$ cat src/rtl/clk_edge_monitor_if.sv
// Signal bundle between a slow-clock source/consumer and clk_edge_monitor.
// The monitor attaches through the slave modport.
interface clk_edge_monitor_if #(
  parameter int unsigned CNT_W = 32
);
  logic             slow_in;
  logic             clear;
  logic             edge_tick;
  logic             rise_tick;
  logic [CNT_W-1:0] half_period;
  logic             period_valid;
  logic             stalled;
  logic [15:0]      edge_count;
  logic [CNT_W-1:0] min_half;
  logic [CNT_W-1:0] max_half;

  modport master (
    output slow_in, clear,
    input  edge_tick, rise_tick, half_period, period_valid, stalled,
           edge_count, min_half, max_half
  );

  modport slave (
    input  slow_in, clear,
    output edge_tick, rise_tick, half_period, period_valid, stalled,
           edge_count, min_half, max_half
  );
endinterface

$ cat src/rtl/clk_edge_monitor.sv
// Synchronizes a slow toggle, emits edge ticks, measures edge-to-edge intervals and flags stalls.
// Define CLK_MON_MINMAX_EN to build the min/max interval trackers.
module clk_edge_monitor #(
  parameter int unsigned CNT_W   = 32,
  parameter int unsigned TIMEOUT = 1_000_000_000
) (
  input  logic               clock,
  input  logic               reset,
  clk_edge_monitor_if.slave  mon
);

  localparam logic [CNT_W-1:0] LIMIT = CNT_W'(TIMEOUT);
  localparam logic [CNT_W-1:0] ONE   = CNT_W'(1);

  typedef enum logic [1:0] {
    WAIT_FIRST = 2'd0,
    MEASURE    = 2'd1,
    STALLED    = 2'd2
  } state_t;

  state_t           state;
  state_t           state_nxt;
  logic             s1, s2, s3;
  logic             edge_det;
  logic             rise_det;
  logic [CNT_W-1:0] cnt;
  logic [CNT_W-1:0] half_nxt;
  logic             valid_nxt;
  logic             stalled_nxt;

  // Three-flop synchronizer plus one registered detect stage; clear drops an in-flight edge.
  always_ff @(posedge clock) begin
    if (reset) begin
      s1       <= 1'b0;
      s2       <= 1'b0;
      s3       <= 1'b0;
      edge_det <= 1'b0;
      rise_det <= 1'b0;
    end else begin
      s1       <= mon.slow_in;
      s2       <= s1;
      s3       <= s2;
      edge_det <= ~mon.clear & (s2 ^ s3);
      rise_det <= ~mon.clear & s2 & ~s3;
    end
  end

  // Next-state and measurement decode; an edge always beats the timeout.
  always_comb begin
    state_nxt = state;
    half_nxt  = mon.half_period;
    valid_nxt = mon.period_valid;
    case (state)
      WAIT_FIRST: begin
        if (edge_det) begin
          state_nxt = MEASURE;
        end else if (cnt == LIMIT) begin
          state_nxt = STALLED;
        end
      end
      MEASURE: begin
        if (edge_det) begin
          half_nxt  = cnt;
          valid_nxt = 1'b1;
        end else if (cnt == LIMIT) begin
          state_nxt = STALLED;
          valid_nxt = 1'b0;
        end
      end
      STALLED: begin
        if (edge_det) begin
          state_nxt = MEASURE;
        end
      end
      default: begin
        state_nxt = WAIT_FIRST;
      end
    endcase
    stalled_nxt = (state_nxt == STALLED);
  end

  always_ff @(posedge clock) begin
    if (reset || mon.clear) begin
      state            <= WAIT_FIRST;
      cnt              <= '0;
      mon.half_period  <= '0;
      mon.period_valid <= 1'b0;
      mon.stalled      <= 1'b0;
      mon.edge_tick    <= 1'b0;
      mon.rise_tick    <= 1'b0;
      mon.edge_count   <= 16'd0;
    end else begin
      state            <= state_nxt;
      mon.half_period  <= half_nxt;
      mon.period_valid <= valid_nxt;
      mon.stalled      <= stalled_nxt;
      mon.edge_tick    <= edge_det;
      mon.rise_tick    <= rise_det;
      if (edge_det) begin
        cnt            <= ONE;
        mon.edge_count <= mon.edge_count + 16'd1;
      end else if (cnt != LIMIT) begin
        cnt <= cnt + ONE;
      end
    end
  end

`ifdef CLK_MON_MINMAX_EN
  logic record;
  assign record = edge_det && (state == MEASURE);

  // Extrema follow every recorded measurement.
  always_ff @(posedge clock) begin
    if (reset || mon.clear) begin
      mon.min_half <= '1;
      mon.max_half <= '0;
    end else if (record) begin
      if (cnt < mon.min_half) begin
        mon.min_half <= cnt;
      end
      if (cnt > mon.max_half) begin
        mon.max_half <= cnt;
      end
    end
  end
`else
  assign mon.min_half = '0;
  assign mon.max_half = '0;
`endif

endmodule

$ cat src/flat_wrapper.sv
// flat-port wrapper written by rule: the top's interface ports become plain ports
module clk_edge_monitor_flat 
#(
  parameter int unsigned CNT_W   = 32,
  parameter int unsigned TIMEOUT = 1_000_000_000
)
  (clock, reset, mon_slow_in, mon_clear, mon_edge_tick, mon_rise_tick, mon_half_period, mon_period_valid, mon_stalled, mon_edge_count, mon_min_half, mon_max_half);
  clk_edge_monitor_if #(.CNT_W(CNT_W)) mon_i ();
  input  logic clock;
  input  logic reset;
  input wire logic [$bits(mon_i.slow_in)-1:0] mon_slow_in;
  input wire logic [$bits(mon_i.clear)-1:0] mon_clear;
  output wire logic [$bits(mon_i.edge_tick)-1:0] mon_edge_tick;
  output wire logic [$bits(mon_i.rise_tick)-1:0] mon_rise_tick;
  output wire logic [$bits(mon_i.half_period)-1:0] mon_half_period;
  output wire logic [$bits(mon_i.period_valid)-1:0] mon_period_valid;
  output wire logic [$bits(mon_i.stalled)-1:0] mon_stalled;
  output wire logic [$bits(mon_i.edge_count)-1:0] mon_edge_count;
  output wire logic [$bits(mon_i.min_half)-1:0] mon_min_half;
  output wire logic [$bits(mon_i.max_half)-1:0] mon_max_half;
  assign mon_i.slow_in = mon_slow_in;
  assign mon_i.clear = mon_clear;
  assign mon_edge_tick = mon_i.edge_tick;
  assign mon_rise_tick = mon_i.rise_tick;
  assign mon_half_period = mon_i.half_period;
  assign mon_period_valid = mon_i.period_valid;
  assign mon_stalled = mon_i.stalled;
  assign mon_edge_count = mon_i.edge_count;
  assign mon_min_half = mon_i.min_half;
  assign mon_max_half = mon_i.max_half;
  clk_edge_monitor #(.CNT_W(CNT_W), .TIMEOUT(TIMEOUT)) u_core (.clock(clock), .reset(reset), .mon(mon_i));
endmodule
$ cat config.mk
export PLATFORM = sky130hd
export DESIGN_NAME = clk_edge_monitor_flat
export DESIGN_NICKNAME = d
export VERILOG_FILES = /design/src/rtl/clk_edge_monitor_if.sv /design/src/rtl/clk_edge_monitor.sv /design/src/flat_wrapper.sv
export SDC_FILE = /design/constraint.sdc
export NUM_CORES = 1
export LEC_CHECK = 0
export ABC_AREA = 1
export ABC_CLOCK_PERIOD_IN_PS = 4500
export BUFFER_PORTS_ARGS = -buffer_cell sky130_fd_sc_hd__buf_2
export CAP_MARGIN = 40
export CORE_MARGIN = 4
export CORE_UTILIZATION = 55
export CTS_CLUSTER_DIAMETER = 200
export DETAILED_ROUTE_END_ITERATION = 16
export HOLD_SLACK_MARGIN = 0.08
export PLACE_DENSITY = 0.84
export SLEW_MARGIN = 10
export SYNTH_ARGS = -nofsm -noshare
export SYNTH_HDL_FRONTEND = slang
export SYNTH_SLANG_ARGS = --single-unit
$ cat constraint.sdc
create_clock -name clock -period 4.5 [get_ports clock]
set_input_delay 0.45 -clock clock [delete_from_list [all_inputs] [get_ports clock]]
set_output_delay 0.45 -clock clock [all_outputs]
set_load 0.02 [all_outputs]
==> impl_metrics.env <==
export IMPL_wirelength_mm=11.8
export IMPL_total_power_mw=1.40
export IMPL_r2r_slack_ns=2.36
export IMPL_syn_area_um2=4830
export IMPL_clk_latency_ns=0.35
export IMPL_worstSetupEndpointType="flop"
export IMPL_cap_violations=0
export IMPL_drt_initial_drc_count=203
export IMPL_seq_area_frac_synth=0.377
export IMPL_finalWeightedCongestion=0.944
export IMPL_cp_data_required_time_ns=4.75
export IMPL_gr_usage_all_layers=0.231
export IMPL_setup_violations=0
export IMPL_clkTransAtPathRegs_ns=0.09
export IMPL_status="completed"
export IMPL_synth_area_leaders="dfxtp_1 38%, nand2_1 13%, buf_4 10%, a21oi_1 6.9%, nor2_1 6.2%"
export IMPL_ys_types=35
export IMPL_cts_tree="built"
export IMPL_worstHoldPathType="in2reg"
export IMPL_drc=0
export IMPL_grt_pass1_wl_mm=18.9
export IMPL_start_util=0.576
export IMPL_wl_per_cell_um=13.8
export IMPL_clk_path_buf_depth=2
export IMPL_r2r_end="u_core.cnt[4]"
export IMPL_grt_pass1_vias=4095
export IMPL_cp_arrival_ns=2.39
export IMPL_final_cell_mix="170 x nand2_1, 91 x dfxtp_1, 80 x nor2_1"
export IMPL_vias=4351
export IMPL_fin_ws_ns=2.36
export IMPL_ys_seq_elements=91
export IMPL_cts_inserted_buffers=9
export IMPL_die_y_um=102
export IMPL_dieArea_um2=10300
export IMPL_drive_above_1_share=0.166
export IMPL_hold_path_endpoint="u_core.s1"
export IMPL_drtPass1Iterations=5
export IMPL_avgSynthCellArea_um2=6.98
export IMPL_finalCritPeriodShare=0.475
export IMPL_synth_cells=691
export IMPL_fin_skew_ns=0.0127
export IMPL_rsz0062_at_grt="no"
export IMPL_worstSetupPathType="reg2reg"
export IMPL_post_dp_cell_area_um2=4920
export IMPL_drt_vias_per_instance=5.11
export IMPL_fmax_mhz=467
export IMPL_hold_buffers=0
export IMPL_r2r_start="u_core.edge_det"
export IMPL_die_width_um=102
export IMPL_slew_viol_final=0
export IMPL_hold_viol_final=0
export IMPL_ios=120
export IMPL_antenna_cells=0
export IMPL_cts_setup_buffers=0
export IMPL_yosys_warnings=0
export IMPL_layout_commonest_cell="nand2_1"
export IMPL_synth_top_area_cell="dfxtp_1"
export IMPL_fin_area_um2=5100
export IMPL_yosys_area_top_type_share=0.377
export IMPL_r2r_cells=5
export IMPL_cp_max_fo=29
export IMPL_synthSimpleGateAreaFrac=0.340
export IMPL_p_leak_nw=1.90
export IMPL_synth_edff_count=0
export IMPL_min_path_cells=3
export IMPL_ctsResizeCount=0
export IMPL_dp_slack_ns=2.26
export IMPL_synthArstFlopShare=0
export IMPL_htree_levels=3
export IMPL_grt_start_max_net_pins=46
export IMPL_syn_to_final_growth_pct=5.70
export IMPL_hold_start="mon_slow_in"
export IMPL_setup_tns_ns=0
export IMPL_synth_fa_ha_area_frac=0.00778
export IMPL_synth_compound_area_frac=0.110
export IMPL_root_buffer="clkbuf_8"
export IMPL_design_core_area_um2=8380
export IMPL_drtAntennaViolNets=0
export IMPL_fin_crit_ns=2.14
export IMPL_synth_mux_area_frac=0
export IMPL_antenna_found_initial=0
export IMPL_vdd_drop_max_mv=0.174
export IMPL_cts_sinks=91
export IMPL_io_buffers=55
export IMPL_grt_overflow=0
export IMPL_nets=749
export IMPL_slew_limit_headroom=0.470
export IMPL_worstMarginPinSlew_ns=0.795
export IMPL_synth_xor_area_frac=0.00181
export IMPL_powerDensity_nw_per_um2=274
export IMPL_synth_ff_type="dfxtp_1"
export IMPL_startpoint_type="flop"
export IMPL_dpl_hpwl_mm=8.96
export IMPL_synth_top_family_by_area="simple AND/OR/NAND/NOR gates"
export IMPL_rows=33
[cell usage after synthesis, types with 6 or more instances]
library cell and instances:
inv_2 9, nand2_1 170, nor2_4 8, nor2_1 80, buf_2 8, inv_1 48
nand2_2 6, nand3_1 55, o21ai_0 13, nor3_1 9, dfxtp_1 91, buf_4 64
nor2_2 9, a21oi_1 67, a21oi_2 10
[layer usage]
layer	track usage	wire length [µm]	vias up
met3	0.0427	618	18
met4	0.0808	232	0
met1	0.292	5270	2021
li1	-	-	2185
met2	0.395	5670	127
met5	0	0	-
[cell families after synthesis]
group | Yosys count
and+or+nand+nor | 362
buffers and inverters | 138
other | 1
AOI/OAI and AO/OA | 95
adders and majority gates | 3
DFF | 91
xor gates and xnor gates | 1
[through the flow]
stage / utilization / hold slack [ns] / cells
2_1_floorplan: - / 0.388 / 754
3_3_place_gp: 0.587 / 0.400 / 836
3_5_place_dp: 0.587 / 0.405 / 836
4_1_cts: 0.609 / 0.286 / 851
5_1_grt: 0.609 / 0.297 / 851
6_report: 0.609 / 0.300 / 851
[critical path, stage by stage (launching register included)]
cell     delay (ns)
dfxtp_1        0.83
buf_4          0.38
nor2_4         0.08
inv_2          0.52
a21oi_1        0.08
o21a_1         0.13
[cell type report]
cell class / instances / area [µm²]
flip-flops and latches: 91 / 1820
multi-input cells: 525 / 2460
clock buffers: 12 / 155
repair buffers: 58 / 298
clock inverters: 3 / 23.8
fillers: 806 / 3280
well taps: 105 / 131
inverters: 57 / 214
[worst max-delay path by stage]
stage | from | to | cells after the start
2_1_floorplan | u_core.cnt[0] | u_core.cnt[14] | 8
3_3_place_gp | reset | u_core.cnt[4] | 7
3_5_place_dp | reset | u_core.cnt[4] | 7
4_1_cts | u_core.edge_det | u_core.cnt[4] | 5
5_1_grt | u_core.edge_det | u_core.mon.edge_count[11] | 7
6_report | u_core.edge_det | u_core.cnt[4] | 5
[flip-flops by register name, indices dropped and copies added (netlist names)]
name	flops
u_core.cnt	32
u_core.mon.half_period	32
u_core.mon.edge_count	16
u_core.state	2
u_core.edge_det	1
u_core.mon.edge_tick	1
u_core.mon.period_valid	1
u_core.mon.rise_tick	1
u_core.mon.stalled	1
u_core.rise_det	1
u_core.s1	1
u_core.s2	1
u_core.s3	1
[report_power, final]
group | switching [mW] | internal, mW
combinational | 0.0727 | 0.00705
clock | 0.276 | 0.229
sequential | 0.00438 | 0.807
total | 0.353 | 1.04
Note: power is estimated with default switching activity, not from simulation.
